===== src/rtl/tdm_pkg.sv =====
// Shared types and defaults for the TDM frame multiplexer: word constants,
// FSM state encoding and the slot-index width helper.
package tdm_pkg;

    localparam int DATA_W_DEF = 4;
    localparam logic [DATA_W_DEF-1:0] SYNC_WORD_DEF = 4'hA;
    localparam logic [DATA_W_DEF-1:0] IDLE_WORD_DEF = 4'h0;

    typedef enum logic [1:0] {
        IDLE = 2'd0,
        SYNC = 2'd1,
        DATA = 2'd2
    } tdm_state_e;

    // Slot 0 is the sync slot, so NUM_CH data slots need NUM_CH+1 codes.
    function automatic int slot_w(input int num_ch);
        return $clog2(num_ch + 1);
    endfunction

endpackage


===== src/rtl/tdm_frame_mux_if.sv =====
// Channel-side and queue-side signals of the frame multiplexer, plus the
// FSM state for observation.
interface tdm_frame_mux_if
    import tdm_pkg::*;
#(
    parameter int NUM_CH = 4,
    parameter int DATA_W = DATA_W_DEF
);
    localparam int SLOT_W = slot_w(NUM_CH);

    logic                     en;
    logic [NUM_CH*DATA_W-1:0] ch_data;
    logic [NUM_CH-1:0]        ch_valid;
    logic [NUM_CH-1:0]        ch_ack;
    logic [DATA_W-1:0]        out_data;
    logic                     out_wen;
    logic                     frame_start;
    logic [SLOT_W-1:0]        slot;
    tdm_state_e               state;

    modport master (
        input  en, ch_data, ch_valid,
        output ch_ack, out_data, out_wen, frame_start, slot, state
    );

    modport slave (
        output en, ch_data, ch_valid,
        input  ch_ack, out_data, out_wen, frame_start, slot, state
    );

endinterface


===== src/rtl/tdm_slot_counter.sv =====
// Enabled modulo-NUM_CH counter selecting the data slot; wrap is high while
// the count sits on the last channel.
module tdm_slot_counter #(
    parameter int NUM_CH = 4,
    localparam int K_W = $clog2(NUM_CH)
) (
    input  logic           clk,
    input  logic           rst,
    input  logic           clr,
    input  logic           inc,
    output logic [K_W-1:0] count,
    output logic           wrap
);

    assign wrap = (count == K_W'(NUM_CH - 1));

    always_ff @(posedge clk or posedge rst) begin
        if (rst) begin
            count <= '0;
        end else if (clr) begin
            count <= '0;
        end else if (inc) begin
            count <= wrap ? '0 : count + K_W'(1);
        end
    end

endmodule


===== src/rtl/tdm_frame_mux.sv =====
// Interleaves NUM_CH channel words into frames of one sync word followed by
// NUM_CH data words, one word per enabled clock, feeding the TDM queue.
module tdm_frame_mux
    import tdm_pkg::*;
#(
    parameter int NUM_CH = 4,
    parameter int DATA_W = DATA_W_DEF,
    parameter logic [DATA_W-1:0] SYNC_WORD = DATA_W'(SYNC_WORD_DEF),
    parameter logic [DATA_W-1:0] IDLE_WORD = DATA_W'(IDLE_WORD_DEF)
) (
    input logic              clk,
    input logic              rst,
    tdm_frame_mux_if.master  bus
);

    localparam int K_W    = $clog2(NUM_CH);
    localparam int SLOT_W = slot_w(NUM_CH);

    // Handshake: ch_valid/ch_data are sampled only on an enabled SYNC edge;
    // ch_ack pulses for that one cycle on each captured channel. out_wen
    // qualifies out_data; the only backpressure is the shared en.
    tdm_state_e state_q, state_d;

    logic [K_W-1:0]           k;
    logic                     k_wrap, k_inc, k_clr;
    logic [NUM_CH*DATA_W-1:0] snap_q;
    logic [NUM_CH-1:0]        mask_q;
    logic [DATA_W-1:0]        slot_word;

    logic [DATA_W-1:0] out_data_q;
    logic              out_wen_q, frame_start_q;
    logic [SLOT_W-1:0] slot_q;
    logic [NUM_CH-1:0] ch_ack_q;

    tdm_slot_counter #(.NUM_CH(NUM_CH)) u_slot_counter (
        .clk   (clk),
        .rst   (rst),
        .clr   (k_clr),
        .inc   (k_inc),
        .count (k),
        .wrap  (k_wrap)
    );

    always_ff @(posedge clk or posedge rst) begin
        if (rst) state_q <= IDLE;
        else     state_q <= state_d;
    end

    always_comb begin
        state_d = state_q;
        k_inc   = 1'b0;
        k_clr   = 1'b0;
        case (state_q)
            IDLE: begin
                k_clr = 1'b1;
                if (bus.en) state_d = SYNC;
            end
            SYNC: begin
                if (bus.en) state_d = DATA;
            end
            DATA: begin
                if (bus.en) begin
                    k_inc = 1'b1;
                    if (k_wrap) state_d = SYNC;
                end
            end
            default: state_d = IDLE;
        endcase
    end

    always_comb begin
        slot_word = IDLE_WORD;
        if (mask_q[k]) slot_word = snap_q[k*DATA_W +: DATA_W];
    end

    // A stalled edge drops the strobes but leaves word, slot and flag as-is.
    always_ff @(posedge clk or posedge rst) begin
        if (rst) begin
            out_data_q    <= '0;
            out_wen_q     <= 1'b0;
            frame_start_q <= 1'b0;
            slot_q        <= '0;
            ch_ack_q      <= '0;
            snap_q        <= '0;
            mask_q        <= '0;
        end else begin
            out_wen_q <= 1'b0;
            ch_ack_q  <= '0;
            if (bus.en) begin
                case (state_q)
                    SYNC: begin
                        out_data_q    <= SYNC_WORD;
                        out_wen_q     <= 1'b1;
                        frame_start_q <= 1'b1;
                        slot_q        <= '0;
                        snap_q        <= bus.ch_data;
                        mask_q        <= bus.ch_valid;
                        ch_ack_q      <= bus.ch_valid;
                    end
                    DATA: begin
                        out_data_q    <= slot_word;
                        out_wen_q     <= 1'b1;
                        frame_start_q <= 1'b0;
                        slot_q        <= SLOT_W'(k) + SLOT_W'(1);
                    end
                    default: ;
                endcase
            end
        end
    end

    assign bus.out_data    = out_data_q;
    assign bus.out_wen     = out_wen_q;
    assign bus.frame_start = frame_start_q;
    assign bus.slot        = slot_q;
    assign bus.ch_ack      = ch_ack_q;
    assign bus.state       = state_q;

endmodule


===== src/flat_wrapper.sv =====
// flat-port wrapper written by rule: the top's interface ports become plain ports
module tdm_frame_mux_flat import tdm_pkg::*;
#(
    parameter int NUM_CH = 4,
    parameter int DATA_W = DATA_W_DEF,
    parameter logic [DATA_W-1:0] SYNC_WORD = DATA_W'(SYNC_WORD_DEF),
    parameter logic [DATA_W-1:0] IDLE_WORD = DATA_W'(IDLE_WORD_DEF)
)
  (clk, rst, bus_en, bus_ch_data, bus_ch_valid, bus_ch_ack, bus_out_data, bus_out_wen, bus_frame_start, bus_slot, bus_state);
  tdm_frame_mux_if #(.NUM_CH(NUM_CH), .DATA_W(DATA_W)) bus_i ();
  input logic clk;
  input logic rst;
  input wire logic [$bits(bus_i.en)-1:0] bus_en;
  input wire logic [$bits(bus_i.ch_data)-1:0] bus_ch_data;
  input wire logic [$bits(bus_i.ch_valid)-1:0] bus_ch_valid;
  output wire logic [$bits(bus_i.ch_ack)-1:0] bus_ch_ack;
  output wire logic [$bits(bus_i.out_data)-1:0] bus_out_data;
  output wire logic [$bits(bus_i.out_wen)-1:0] bus_out_wen;
  output wire logic [$bits(bus_i.frame_start)-1:0] bus_frame_start;
  output wire logic [$bits(bus_i.slot)-1:0] bus_slot;
  output wire logic [$bits(bus_i.state)-1:0] bus_state;
  assign bus_i.en = bus_en;
  assign bus_i.ch_data = bus_ch_data;
  assign bus_i.ch_valid = bus_ch_valid;
  assign bus_ch_ack = bus_i.ch_ack;
  assign bus_out_data = bus_i.out_data;
  assign bus_out_wen = bus_i.out_wen;
  assign bus_frame_start = bus_i.frame_start;
  assign bus_slot = bus_i.slot;
  assign bus_state = bus_i.state;
  tdm_frame_mux #(.NUM_CH(NUM_CH), .DATA_W(DATA_W), .SYNC_WORD(SYNC_WORD), .IDLE_WORD(IDLE_WORD)) u_core (.clk(clk), .rst(rst), .bus(bus_i));
endmodule

===== config.mk =====
export PLATFORM = sky130hd
export DESIGN_NAME = tdm_frame_mux_flat
export DESIGN_NICKNAME = d
export VERILOG_FILES = /design/src/rtl/tdm_pkg.sv /design/src/rtl/tdm_frame_mux_if.sv /design/src/rtl/tdm_slot_counter.sv /design/src/rtl/tdm_frame_mux.sv /design/src/flat_wrapper.sv
export SDC_FILE = /design/constraint.sdc
export NUM_CORES = 1
export LEC_CHECK = 0
export ABC_AREA = 1
export CAP_MARGIN = 10
export CELL_PAD_IN_SITES_DETAIL_PLACEMENT = 1
export CELL_PAD_IN_SITES_GLOBAL_PLACEMENT = 1
export CORE_UTILIZATION = 35
export DETAILED_ROUTE_END_ITERATION = 10
export DONT_BUFFER_PORTS = 1
export GPL_ROUTABILITY_DRIVEN = 0
export HOLD_SLACK_MARGIN = 0.15
export PLACE_DENSITY_LB_ADDON = 0.25
export SYNTH_ARGS = -nofsm -noshare
export SYNTH_HDL_FRONTEND = slang
export SYNTH_SLANG_ARGS = --single-unit

===== constraint.sdc =====
create_clock -name clk -period 1.81 [get_ports clk]
set_clock_uncertainty 0.05 [all_clocks]
set_input_delay 0.362 -clock clk [delete_from_list [all_inputs] [get_ports clk]]
set_output_delay 0.362 -clock clk [all_outputs]
set_load 0.01 [all_outputs]

==> results.yml, run 1 <==
timing:
  fin_crit_ns: 1.67
  fin_crit_sh: 0.922
  fmax_mhz: 599
  timing.final.max_slew_violations: 0
  maxSlewHeadroom: 0.681
  finalHoldViolations: 0
  tns_ns: 0
  setup_viol: 0
  worst_pin_slew_ns: 0.479
  rsz0062_at_grt: "false"
hold_path:
  min-delay-start: "bus_ch_valid[1]"
  hold_end: "u_core.bus.ch_ack[1]"
  holdCritPathClass: "input pin to register"
  hold_depth: 2
power_and_ir_drop:
  finalPower_uw: 3190
  worst_ir_drop_vdd_uv: 762
  p_leak_uw: 0.000985
  seqPwrFrac: 0.440
  clkPwrFrac: 0.181
  combPwrFrac: 0.380
  swShare: 0.405
  p_switching_uw: 1290
  power_density_nw_per_um2: 1670
  p_int_uw: 1900
cells_and_area:
  final_net_count: 236
  fill_cells: 568
  area_growth_pct: 11.8
  instances_no_fill: 259
  diodes: 0
  drive_gt1_frac: 0.0829
floorplan:
  num_rows: 25
  core_um2: 4690
  pin_count: 38
  die_w_um: 71.8
  initial_core_util: 0.363
  die_h_um: 71.8
  die_area_um2: 5160
global_routing:
  overflow: 0
  grt_max_degree: 41
  grt_pass1_wl_mm: 6.59
  grt_util_all_layers: 0.168
  first_global_vias: 1435
  antenna_found_initial: 0
logic_synthesis:
  synth_area_leaders: "dfrtp_1, nand2_1, inv_1, ha_1, nor2_1"
  netlist_top_cells_count: "nand2_1, dfrtp_1, inv_1, nor2_1, a21oi_1"
  yosys_warnings: 0
  ys_ff_latch: 37
  synth_edf_count: 0
  synth_top_area_frac: 0.543
  synthFlopType: "dfrtp_1"
  synth.net_count: 228
  ys_async_sr_fraction: 1.00
  syn_area_per_cell_um2: 8.66
  ys_seq_area_frac: 0.543
  synth.most_common_cell: "nand2_1"
  synthDistinctLibCells: 19
  synthCells: 197
  yosysTopAreaCell: "dfrtp_1"
  synth_area_um2: 1710
clock_network:
  postCtsSetupBuffers: 0
  clk_pin_slew_ns: 0.07
  clock_sinks: 37
  cts_buffers: 5
  clock_latency_ns: 0.29
  htreeDepth: 2
  clockBufferDepth: 2
  cts_tree: "done"
  root_buffer: "clkbuf_8"
worst_setup_path:
  crit_slowest_cell: "dfrtp_1"
  cp_top_family: "flip-flops"
  crit_path_max_fanout: 5
  critPathBufInv: 2
  critical_path_depth: 7
  critical_path_class: "register to register"
  end_kind: "register"
  crit_chain: "inv_2, ha_1, inv_1, o21ai_1, o31ai_2, nand2_1, o21ai_0"
  rrSetupSlack_ns: 0.14
  worstPathRequired_ns: 1.92
  cp-start-kind: "register"
  timing.rr.end: "u_core.bus.state[1]"
  crit_arrival_ns: 1.78
  ff2ff_path_depth: 7
  max_stage_delay_ns: 0.48
  reg2reg_from: "u_core.bus.state[0]"
detailed_routing:
  antenna_left: 0
  drc: 0
  drtIter0Drc: 55
  routed_wl_mm: 3.81
  avgRoutedWirePerCell_um: 14.7
  vias: 1299
  drt-pass1-iter-count: 4
  vias_per_cell: 5.02
flow_run:
  drv_cap: 0
placed_design:
  place_hpwl_mm: 2.76
  port-buffer-count: 0
  dp.cells: 248
outcome:
  status: "finished, final reports clean"
[power groups by stage]
stage | sequential, uW | clock [uW] | combinational (uW)
final | 1400 | 576 | 1210
after global routing | 1440 | 629 | 1400
after CTS | 1410 | 600 | 1210
after detailed placement | 1420 | 0 | 1190
after global placement | 1400 | 0 | 1120
after floorplan | 1350 | 0 | 914
[stage by stage]
| stage | util | worst slack, ns | hold slack (ns) | instance area, um^2 |
|---|---|---|---|---|
| after floorplan | - | 0.383 | 0.409 | 1710 |
| after global placement | 0.378 | 0.277 | 0.333 | 1780 |
| after detailed placement | 0.378 | 0.119 | 0.350 | 1780 |
| after CTS | 0.405 | 0.0451 | 0.154 | 1900 |
| after global routing | 0.406 | 0.0305 | 0.155 | 1910 |
| final | 0.406 | 0.140 | 0.158 | 1910 |
[cell usage in the layout, fill, tap and decap left out]
cell type / netlist / layout
o21ai_1: 4 / 5
clkbuf_1: 0 / 1
nand2_2: 1 / 1
buf_4: 1 / 2
dfrtp_1: 37 / 37
o211ai_1: 1 / 1
clkbuf_8: 0 / 6
nand2_4: 1 / 1
nor2_4: 1 / 1
ha_1: 8 / 8
a22o_1: 2 / 2
o21ai_0: 7 / 6
nand3_1: 10 / 10
inv_1: 28 / 27
dlygate4sd3_1: 0 / 4
buf_12: 0 / 1
mux2_2: 2 / 2
nor2_1: 25 / 25
inv_2: 1 / 2
nand2_1: 44 / 44
a21oi_1: 18 / 18
o31ai_2: 0 / 1
[area by class of cell]
class                      instances  area [um^2]  share of cell area
timing repair buffer               7         75.1              0.0394
multi-input combinational        125          643               0.337
clock buffer                       7         86.3              0.0453
inverter                          29          109              0.0571
tap                               54         67.6              0.0354
sequential                        37          926               0.486
[worst max path at each step]
stage,startpoint,end
finish,u_core.bus.state[0],u_core.bus.state[1]
global route,u_core.bus.state[0],u_core.bus.state[1]
CTS,u_core.bus.state[0],u_core.bus.state[1]
detailed placement,u_core.bus.state[0],u_core.bus.state[1]
global placement,u_core.bus.state[0],u_core.bus.out_data[0]
floorplan,u_core.bus.state[0],u_core.bus.state[0]
[cells by family after synthesis]
logic type | synth area share
compound gates | 0.104
simple gates | 0.198
mux | 0.0132
fa+ha+maj | 0.0587
buf+inv | 0.0829
flops | 0.543
[state kept, by name, summed over array words and instances, names as in the netlist, 2 cells and up]
name and cells:
u_core.snap_q 16, u_core.mask_q 4, u_core.bus.out_data 4, u_core.bus.ch_ack 4, u_core.bus.state 2, u_core.u_slot_counter.count 2
u_core.bus.slot 3
[routing by layer]
metal  routed length (um)  share of wire  global-route usage
met4                   45          0.012              0.0545
met2                 1900           0.50               0.269
met5                    0              0                   0
met1                 1730           0.45               0.216
met3                  130          0.034              0.0534
[repair_timing]
action,CTS,global route
hold buffers,4,0
resized for setup,0,3
hold endpoints to repair,40,0
endpoints found under the setup margin,0,2
Note: power is estimated with default switching activity, not from simulation.
==> inputs of run 2 (changes only) <==
- CORE_ASPECT_RATIO: unset -> 1.25
- REMOVE_ABC_BUFFERS: unset -> 1
- clock period: 1.81 -> 1.9 ns (I/O delays scaled with it)
==> results.yml, run 2 (synthesis gave the netlist of run 1 again) <==
global_routing:
  grt_max_degree: 38
  overflow: 0
  first_global_vias: 1478
  grt_util_all_layers: 0.166
  grt_pass1_wl_mm: 6.51
  antenna_found_initial: 0
clock_network:
  postCtsHoldBufs: 1
  cts_tree: "done"
  cts_buffers: 5
  clockBufferDepth: 2
  clock_latency_ns: 0.28
  clock_sinks: 37
  htreeDepth: 2
  clk_pin_slew_ns: 0.07
  root_buffer: "clkbuf_8"
  postCtsSetupBuffers: 0
  cts_resized: 0
floorplan:
  core_um2: 4690
  initial_core_util: 0.363
  die_area_um2: 5160
  die_w_um: 64.4
  die_h_um: 80.0
  pin_count: 38
  num_rows: 28
hold_path:
  holdCritPathClass: "input pin to register"
detailed_routing:
  drc: 0
  vias: 1285
  drt-pass1-iter-count: 4
  routed_wl_mm: 3.65
  drtIter0Drc: 23
  avgRoutedWirePerCell_um: 13.9
  vias_per_cell: 4.89
  antenna_left: 0
cells_and_area:
  mostFrequentLayoutCell: "nand2_1"
  final_net_count: 233
  diodes: 0
  drive_gt1_frac: 0.0788
  top_register: "u_core.snap_q"
  fill_cells: 577
  area_growth_pct: 9.98
  largest_register_ffs: 16
  layout_common_cells: "nand2_1, dfrtp_1, inv_1"
placed_design:
  dpl_worst_slack_ns: 0.215
  place_hpwl_mm: 2.72
  port-buffer-count: 0
worst_setup_path:
  cp_top_family: "compound AO/OA/AOI/OAI gates"
  crit_slowest_cell: "dfrtp_1"
  max_stage_delay_ns: 0.47
  crit_chain: "inv_1, ha_1, o31ai_1, o21ai_0"
  worstPathRequired_ns: 1.99
  critical_path_class: "register to register"
  crit_arrival_ns: 1.78
  end_kind: "register"
  crit_path_max_fanout: 5
  critPathBufInv: 1
  cp-start-kind: "register"
power_and_ir_drop:
  worst_ir_drop_vdd_uv: 438
  p_leak_uw: 0.000973
  finalPower_uw: 2950
  power_density_nw_per_um2: 1570
timing:
  holdWs_ns: 0.175
  worst_pin_slew_ns: 0.468
  finalHoldViolations: 0
  fmax_mhz: 595
  tns_ns: 0
  fin_crit_ns: 1.68
  maxSlewHeadroom: 0.688
  timing.final.max_slew_violations: 0
  rsz0062_at_grt: "false"
  finalWorstSetupSlack_ns: 0.219
  fin_crit_sh: 0.885
  setup_viol: 0
outcome:
  status: "finished, final reports clean"
flow_run:
  drv_cap: 0
==> run 2: cell types whose count changed in the layout (fill, tap and decap cells not counted) <==
| cell | delta |
|---|---|
| inv_2 | -1 |
| dlygate4sd3_1 | -3 |
| o21ai_0 | +1 |
| clkbuf_8 | -1 |
| clkinv_2 | +2 |
| o31ai_1 | +1 |
| inv_1 | +1 |
| o31ai_2 | -1 |
| o21ai_1 | -1 |
==> run 2: worst paths after layout <==
| kind | slack, ns | end | depth (start not counted) | startpoint |
|---|---|---|---|---|
| worst max-delay path | 0.22 | u_core.bus.state[1] | 4 | u_core.bus.state[0] |
| worst max register to register | 0.22 | u_core.bus.state[1] | 4 | u_core.bus.state[0] |
| min in group asynchronous | 0.59 | u_core.snap_q[11] | 3 | rst |
| worst min-delay path | 0.17 | u_core.bus.ch_ack[3] | 2 | bus_ch_valid[3] |
| max in group asynchronous | 0.88 | u_core.snap_q[4] | 3 | rst |
| worst min register to register | 0.44 | u_core.mask_q[3] | 2 | u_core.mask_q[3] |
==> run 2: layer usage <==
layer | wire length, um | up-vias | GRT usage
met5 | 0 | - | 0
met4 | 61 | 0 | 0.0667
met3 | 146 | 7 | 0.0443
met2 | 1910 | 26 | 0.307
met1 | 1540 | 632 | 0.175
li1 | - | 620 | -
==> run 2: layout make-up <==
cell class                      instances  area (um^2)  area share
Multi-Input combinational cell        125          638       0.340
Clock buffer                            6         72.6      0.0387
Tap cell                               60         75.1      0.0400
Inverter                               29          109      0.0580
Sequential cell                        37          926       0.494
Clock inverter                          2         10.0     0.00534
Timing Repair Buffer                    4         45.0      0.0240
==> run 2: through the flow <==
step / utilization / cell area, um^2 / instances
CTS: 0.400 / 1880 / 263
global placement: 0.380 / 1780 / 254
finish: 0.400 / 1880 / 263
detailed placement: 0.380 / 1780 / 254
global route: 0.400 / 1880 / 263
floorplan: - / 1670 / 191
==> run 2: report_power, final <==
group	internal, uW	leakage, uW	total (uW)	switching (uW)
Sequential	1100	0.000439	1350	247
Combinational	399	0.000489	1070	675
Clock	254	0.0000450	523	269
==> run 2: worst reg2reg max path, cell delays in order, from the launching register on <==
cell	delay [ns]
dfrtp_1	0.47
inv_1	0.16
ha_1	0.27
o31ai_1	0.43
o21ai_0	0.17
==> inputs of run 3 (changes only) <==
- PLACE_DENSITY_LB_ADDON: 0.25 -> 0.1
==> results.yml, run 3 (synthesis gave the netlist of run 1 again) <==
outcome:
  status: "finished, final reports clean"
worst_setup_path:
  end_kind: "register"
  cp-start-kind: "register"
  crit_path_max_fanout: 5
  critical_path_class: "register to register"
  worstPathRequired_ns: 2.05
  crit_arrival_ns: 1.82
floorplan:
  num_rows: 28
  initial_core_util: 0.363
  core_um2: 4690
  pin_count: 38
  die_area_um2: 5160
  die_w_um: 64.4
  die_h_um: 80.0
clock_network:
  clock_sinks: 37
  htreeDepth: 2
  cts_tree: "done"
  clockBufferDepth: 2
  clock_latency_ns: 0.29
  postCtsSetupBuffers: 0
  cts_resized: 0
  cts_buffers: 5
  root_buffer: "clkbuf_8"
  clk_pin_slew_ns: 0.07
detailed_routing:
  avgRoutedWirePerCell_um: 13.4
  antenna_left: 0
  vias: 1264
  drc: 0
  drtIter0Drc: 50
  routed_wl_mm: 3.52
  vias_per_cell: 4.81
  drt-pass1-iter-count: 6
global_routing:
  first_global_vias: 1390
  grt_pass1_wl_mm: 6.13
  overflow: 0
  antenna_found_initial: 0
  grt_max_degree: 38
  grt_util_all_layers: 0.158
placed_design:
  dp.cells: 254
  place_hpwl_mm: 2.55
  port-buffer-count: 0
timing:
  timing.final.max_slew_violations: 0
  fmax_mhz: 597
  tns_ns: 0
  fin_crit_ns: 1.68
  rsz0062_at_grt: "false"
  worst_pin_slew_ns: 0.461
  fin_crit_sh: 0.882
  maxSlewHeadroom: 0.692
  finalHoldViolations: 0
  setup_viol: 0
cells_and_area:
  drive_gt1_frac: 0.0788
  final_net_count: 233
  area_growth_pct: 9.98
  largest_register_ffs: 16
  diodes: 0
  mostFrequentLayoutCell: "nand2_1"
  layout_common_cells: "nand2_1, dfrtp_1, inv_1"
  utilization: 0.400
  instances_no_fill: 263
  top_register: "u_core.snap_q"
power_and_ir_drop:
  worst_ir_drop_vdd_uv: 539
  p_int_uw: 1750
  clkPwrFrac: 0.178
  combPwrFrac: 0.367
  swShare: 0.404
  p_leak_uw: 0.000973
  p_switching_uw: 1190
  power_density_nw_per_um2: 1570
  seqPwrFrac: 0.455
hold_path:
  holdCritPathClass: "input pin to register"
flow_run:
  drv_cap: 0
run 3: cell counts in the layout (fill, tap and decap cells not counted):
No cell type changed its count.
run 3: final cells by class:
| cell class | count | area [um^2] |
|---|---|---|
| Fill cell | 560 | 2820 |
| Sequential cell | 37 | 926 |
| Clock inverter | 2 | 10.0 |
| Timing Repair Buffer | 4 | 45.0 |
| Multi-Input combinational cell | 125 | 638 |
| Clock buffer | 6 | 72.6 |
| Tap cell | 60 | 75.1 |
| Inverter | 29 | 109 |
run 3: critical path: stages (launching register included):
cell	delay (ns)
dfrtp_1	0.48
inv_1	0.16
ha_1	0.26
o31ai_1	0.42
nand2_1	0.11
o21ai_0	0.11
run 3: worst paths after layout:
check	start	to	slack (ns)	cells past startpoint
min	bus_ch_valid[0]	u_core.bus.ch_ack[0]	0.17	2
max reg2reg	u_core.bus.state[0]	u_core.bus.state[1]	0.22	5
min in group asynchronous	rst	u_core.bus.out_wen	0.59	3
min reg2reg	u_core.mask_q[0]	u_core.mask_q[0]	0.45	2
max	u_core.bus.state[0]	u_core.bus.state[1]	0.22	5
max in group asynchronous	rst	u_core.u_slot_counter.count[1]	0.87	3
run 3: what timing repair did:
action                                 CTS  global route
hold buffers                             1             0
setup endpoints to repair                0             0
endpoints found under the hold margin   37             0
run 3: metal layers:
metal	up-vias	track usage	share of wire
li1	623	-	-
met1	609	0.176	0.44
met2	26	0.276	0.50
met3	6	0.0471	0.039
met4	0	0.0667	0.017
met5	-	0	0
run 3: power groups by stage:
stage | registers [uW] | logic (uW) | clock network (uW)
2_1_floorplan | 1310 | 808 | 0
3_3_place_gp | 1350 | 1040 | 0
3_5_place_dp | 1360 | 1100 | 0
4_1_cts | 1350 | 1100 | 547
5_1_grt | 1390 | 1250 | 584
6_report | 1340 | 1080 | 525
run 3: per-stage QoR:
step | setup slack (ns) | power (uW) | instance area, um^2 | hold slack (ns)
final | 0.224 | 2940 | 1880 | 0.172
after global routing | 0.106 | 3220 | 1880 | 0.163
after CTS | 0.241 | 3000 | 1880 | 0.164
after detailed placement | 0.260 | 2460 | 1780 | 0.369
after global placement | 0.303 | 2390 | 1780 | 0.355
after floorplan | 0.178 | 2120 | 1670 | 0.409
